--- src/rtl/wide_add_pkg.sv ---
// Shared types for the wide add sequencer: controller state encoding.
package wide_add_pkg;

  typedef enum logic [1:0] {
    IDLE = 2'd0,
    ADD  = 2'd1,
    DONE = 2'd2
  } state_e;

endpackage : wide_add_pkg

--- src/rtl/adder_nbit.sv ---
// Narrow ripple adder shared by the sequencer; one chunk per use.
module adder_nbit #(
  parameter int BIT_WIDTH = 4
) (
  input  logic [BIT_WIDTH-1:0] a,
  input  logic [BIT_WIDTH-1:0] b,
  input  logic                 carry_in,
  output logic [BIT_WIDTH-1:0] sum,
  output logic                 overflow
);

  // Widen by one bit so the carry out lands in the top bit of the result.
  assign {overflow, sum} = {1'b0, a} + {1'b0, b} + {{BIT_WIDTH{1'b0}}, carry_in};

endmodule : adder_nbit

--- src/rtl/wide_add_sequencer.sv ---
// Wide adder built from one narrow adder, stepping LSB chunk first with a
// registered carry between chunks. Result and overflow only update on entry
// to DONE so partial sums never reach the outputs.
module wide_add_sequencer #(
  parameter int BIT_WIDTH  = 4,
  parameter int NUM_CHUNKS = 4
) (
  input  logic                            clk,
  input  logic                            n_rst,
  input  logic                            start,
  input  logic [BIT_WIDTH*NUM_CHUNKS-1:0] a_in,
  input  logic [BIT_WIDTH*NUM_CHUNKS-1:0] b_in,
  input  logic                            carry_in,
  output logic                            busy,
  output logic                            done,
  output logic [BIT_WIDTH*NUM_CHUNKS-1:0] sum_out,
  output logic                            overflow
);

  import wide_add_pkg::*;

  localparam int TW = BIT_WIDTH * NUM_CHUNKS;
  localparam int CW = (NUM_CHUNKS > 1) ? $clog2(NUM_CHUNKS) : 1;
  localparam logic [CW-1:0] LAST_CNT = CW'(NUM_CHUNKS - 1);

  state_e          state_q, state_d;
  logic [TW-1:0]   a_q, a_d;
  logic [TW-1:0]   b_q, b_d;
  logic [TW-1:0]   part_q, part_d;
  logic [TW-1:0]   sum_q, sum_d;
  logic            carry_q, carry_d;
  logic            ovf_q, ovf_d;
  logic [CW-1:0]   cnt_q, cnt_d;

  logic [BIT_WIDTH-1:0] add_a, add_b, add_sum;
  logic                 add_ovf;
  logic                 accept;
  logic                 last_chunk;

  // A request is taken whenever the adder is not mid-sum (IDLE or DONE).
  assign accept     = start && (state_q != ADD);
  assign last_chunk = (cnt_q == LAST_CNT);

  assign add_a = a_q[cnt_q*BIT_WIDTH +: BIT_WIDTH];
  assign add_b = b_q[cnt_q*BIT_WIDTH +: BIT_WIDTH];

  adder_nbit #(
    .BIT_WIDTH(BIT_WIDTH)
  ) u_adder (
    .a       (add_a),
    .b       (add_b),
    .carry_in(carry_q),
    .sum     (add_sum),
    .overflow(add_ovf)
  );

  // State register and all datapath flops; everything clears on reset.
  always_ff @(posedge clk or negedge n_rst) begin
    if (!n_rst) begin
      state_q <= IDLE;
      a_q     <= '0;
      b_q     <= '0;
      part_q  <= '0;
      sum_q   <= '0;
      carry_q <= 1'b0;
      ovf_q   <= 1'b0;
      cnt_q   <= '0;
    end else begin
      // NOTE: non-blocking so every flop samples pre-edge values regardless of statement order.
      state_q <= state_d;
      a_q     <= a_d;
      b_q     <= b_d;
      part_q  <= part_d;
      sum_q   <= sum_d;
      carry_q <= carry_d;
      ovf_q   <= ovf_d;
      cnt_q   <= cnt_d;
    end
  end

  // Next-state logic: IDLE -> ADD on start, ADD -> DONE after last chunk,
  // DONE -> ADD on a back-to-back start, else back to IDLE.
  always_comb begin
    // NOTE: default first so no path through the case leaves state_d unassigned (no latch).
    state_d = state_q;
    unique case (state_q)
      IDLE:    if (start) state_d = ADD;
      ADD:     if (last_chunk) state_d = DONE;
      DONE:    state_d = start ? ADD : IDLE;
      default: state_d = IDLE;
    endcase
  end

  // Datapath: load operands on accept, otherwise fold one chunk per ADD cycle.
  always_comb begin
    a_d     = a_q;
    b_d     = b_q;
    part_d  = part_q;
    sum_d   = sum_q;
    carry_d = carry_q;
    ovf_d   = ovf_q;
    cnt_d   = cnt_q;
    if (accept) begin
      a_d     = a_in;
      b_d     = b_in;
      carry_d = carry_in;
      cnt_d   = '0;
      part_d  = '0;
    end else if (state_q == ADD) begin
      part_d[cnt_q*BIT_WIDTH +: BIT_WIDTH] = add_sum;
      carry_d = add_ovf;
      if (last_chunk) begin
        // Publish the full result, including the chunk computed this cycle.
        sum_d = part_d;
        ovf_d = add_ovf;
      end else begin
        cnt_d = cnt_q + 1'b1;
      end
    end
  end

  // Output decode: handshake flags follow the state directly.
  always_comb begin
    busy = (state_q == ADD);
    done = (state_q == DONE);
  end

  assign sum_out  = sum_q;
  assign overflow = ovf_q;

endmodule : wide_add_sequencer

--- config.mk ---
export PLATFORM = sky130hd
export DESIGN_NAME = wide_add_sequencer
export DESIGN_NICKNAME = d
export VERILOG_FILES = /design/src/rtl/wide_add_pkg.sv /design/src/rtl/adder_nbit.sv /design/src/rtl/wide_add_sequencer.sv
export SDC_FILE = /design/constraint.sdc
export NUM_CORES = 1
export LEC_CHECK = 0
export CAP_MARGIN = 20
export CORE_MARGIN = 5
export CORE_UTILIZATION = 40
export DETAILED_ROUTE_END_ITERATION = 7
export PLACE_DENSITY_LB_ADDON = 0.08
export RECOVER_POWER = 25
export SYNTH_ARGS = -nofsm -noshare
export SYNTH_HDL_FRONTEND = slang
export SYNTH_SLANG_ARGS = --single-unit
--- constraint.sdc ---
create_clock -name clk -period 5.75 [get_ports clk]
set_input_delay 0.575 -clock clk [delete_from_list [all_inputs] [get_ports clk]]
set_output_delay 0.575 -clock clk [all_outputs]
set_load 0.01 [all_outputs]
==> flow_summary.yaml <==
drt:
  firstDrtPassIters: 4
  drt-vias-per-instance: 5.43
  vias: 2176
  ant_nets: 0
  drc: 0
  wl_per_cell_um: 17.1
  first_iter_violations: 72
  wl_um: 6870
logic_synthesis:
  synth_area_leader_cell: "dfrtp_1"
  syn-instance-count: 240
  synthArstFlopShare_pct: 100
  avgSynthCellArea_um2: 13.4
  synthTopCellsByArea: "dfrtp_1, mux2_2, mux4_2, a32o_1, ha_1"
  synth_commonest_cells: "dfrtp_1, mux2_2, nor2_1"
  yosys_warnings: 0
  syn-cell-area_um2: 3210
  yosysMostFrequentCell: "dfrtp_1"
  synth.distinct_cells: 32
  synth_ff_type: "dfrtp_1"
  synth_nets: 287
  ys_ff_latch: 70
  synth_edf_count: 0
  synth-seq-area-share_pct: 54.5
  synth_top_area_share_pct: 54.5
clock_network:
  clkSlewWorstSetupHoldPaths_ns: 0.07
  clock-root-buffer: "clkbuf_8"
  cts.repair.resized: 0
  clock-sinks: 70
  cts_tree: "built"
  numCtsBuffers: 9
  cts_buffer_depth: 2
  cts_setup_buffers: 0
  clock_latency_ns: 0.34
  cts_htree_levels: 3
  cts_hold_buf: 0
cells_and_area:
  antenna_cells: 0
  syn2layout_area_growth_pct: 25.8
  layout-drive-gt1-share_pct: 21.1
  fin_nets: 341
  fillCellCount: 703
critical_path:
  critPathLaunch: "cnt_q[0]"
  ff2ff_setup_slack_ns: 2.44
  r2r-start: "cnt_q[0]"
  crit_type: "flip-flop to flip-flop"
  end_kind: "flip-flop"
  crit_required_ns: 6.03
  worstPathArrival_ns: 3.59
  critPathMaxFanout: 16
  r2r_end: "part_q[10]"
  ff2ff_path_depth: 6
  critical_path.endpoint: "part_q[10]"
  crit_path_start_kind: "flip-flop"
die:
  dieArea_um2: 9920
  placementRows: 32
  boundaryPins: 55
  die_h_um: 99.6
  start_util_pct: 41.3
  fp.dieW_um: 99.6
  core-area_um2: 7770
global_route:
  grt_pass1_wl_um: 11300
  busiest_layer: "met2"
  grtUsageMet3_pct: 3.23
  grtUsageTotal_pct: 14.6
  grt_max_degree: 71
  met2_usage_pct: 22.9
  overflow: 0
  grt_pass1_vias: 2229
  grt.met1_usage_pct: 19.3
  antenna_found_initial: 0
timing:
  hold_violations: 0
  relSlewSlack_pct: 31.6
  max_freq_mhz: 303
  clock_skew_ns: 0.00461
  fin_tns_setup_ns: 0
  tightest_slew_ns: 1.02
  slew_violations: 0
  setup_viol: 0
  finalCritPeriodShare_pct: 57.5
  period_minus_slack_ns: 3.31
  rsz0062_at_grt: "no"
  hold_ws_ns: 0.434
worst_hold_path:
  hold_class: "input port to async pin"
power:
  p_leak_nw: 1.69
  power.density_nw_per_um2: 654
  vdd_drop_max_uv: 333
place:
  gp_congestion: 0.738
  port_buffers: 54
  detailed_place_hpwl_um: 4690
status:
  outcome: "complete, no violations"
run:
  drv_cap: 0
layout make-up:
type / count / area (um2) / share of cell area [%]
clock inverter: 4 / 70.1 / 1.73
inverter: 10 / 37.5 / 0.929
multi-input combinational: 148 / 1370 / 33.8
clock buffer: 12 / 145 / 3.59
sequential: 70 / 1750 / 43.4
tap: 102 / 128 / 3.16
timing repair buffer: 55 / 543 / 13.4
registers in the layout, summed over array words and instances (netlist names):
name	count
part_q	16
b_q	16
carry_q	1
cnt_q	2
state_q	2
sum_out	16
a_q	16
overflow	1
stage by stage:
| step | instances | power [mW] | worst slack (ns) | utilization, % | instance area [um2] |
|---|---|---|---|---|---|
| final | 401 | 2.64 | 2.44 | 52.0 | 4040 |
| after global routing | 401 | 2.82 | 2.28 | 52.0 | 4040 |
| after CTS | 401 | 2.67 | 2.43 | 52.0 | 4040 |
| after detailed placement | 385 | 2.23 | 2.45 | 49.2 | 3820 |
| after global placement | 385 | 2.20 | 2.54 | 49.2 | 3820 |
| after floorplan | 240 | 1.78 | 2.85 | - | 3210 |
worst min-delay path by stage:
stage,cells after the start,end,slack (ns),from
2_1_floorplan,0,a_q[0],0.28,n_rst
3_3_place_gp,1,part_q[4],0.47,part_q[4]
3_5_place_dp,1,part_q[1],0.48,part_q[1]
4_1_cts,2,sum_out[2],0.48,n_rst
5_1_grt,1,part_q[3],0.52,part_q[3]
6_report,2,sum_out[5],0.43,n_rst
power by group:
part           leakage [nW]  internal (mW)  switching (mW)
sequential            0.861          0.721           0.155
combinational         0.715          0.614           0.712
clock                 0.110          0.255           0.184
layout by cell type (no fill, tap or decap), types with 3 or more instances in the layout:
| cell type | count |
|---|---|
| mux4_2 | 8 |
| a21oi_1 | 10 |
| o21ai_0 | 4 |
| clkbuf_8 | 10 |
| ha_1 | 9 |
| a22o_1 | 4 |
| clkdlybuf4s50_1 | 53 |
| a32oi_1 | 4 |
| mux2_2 | 32 |
| a221oi_1 | 12 |
| inv_1 | 9 |
| nor2_1 | 29 |
| a32o_1 | 12 |
| dfrtp_1 | 70 |
| nor4_4 | 3 |
| nand2_1 | 3 |
routing by layer:
metal / part of all wire [%] / routed length, um
met5: 0 / 0
met4: 2.2 / 149
met3: 4.6 / 316
met2: 47 / 3260
met1: 46 / 3140
worst max-delay path, stage by stage (launching register included):
cell,delay (ns)
dfrtp_1,0.90
mux4_2,0.63
fa_1,0.44
fa_1,0.41
xor2_1,0.41
and2_1,0.28
a22o_1,0.17
logic make-up (layout without fill, tap and decap cells):
| family | count (synthesis) | count (layout) | synth area share, % |
|---|---|---|---|
| muxes | 40 | 40 | 16.8 |
| buffers and inverters | 22 | 81 | 3.12 |
| and+or+nand+nor | 44 | 44 | 7.75 |
| DFF | 70 | 70 | 54.5 |
| AOI/OAI and AO/OA | 52 | 52 | 12.7 |
| adders and majority gates | 11 | 11 | 4.75 |
| xor gates and xnor gates | 1 | 1 | 0.273 |
(Power assumes the default switching activity.)
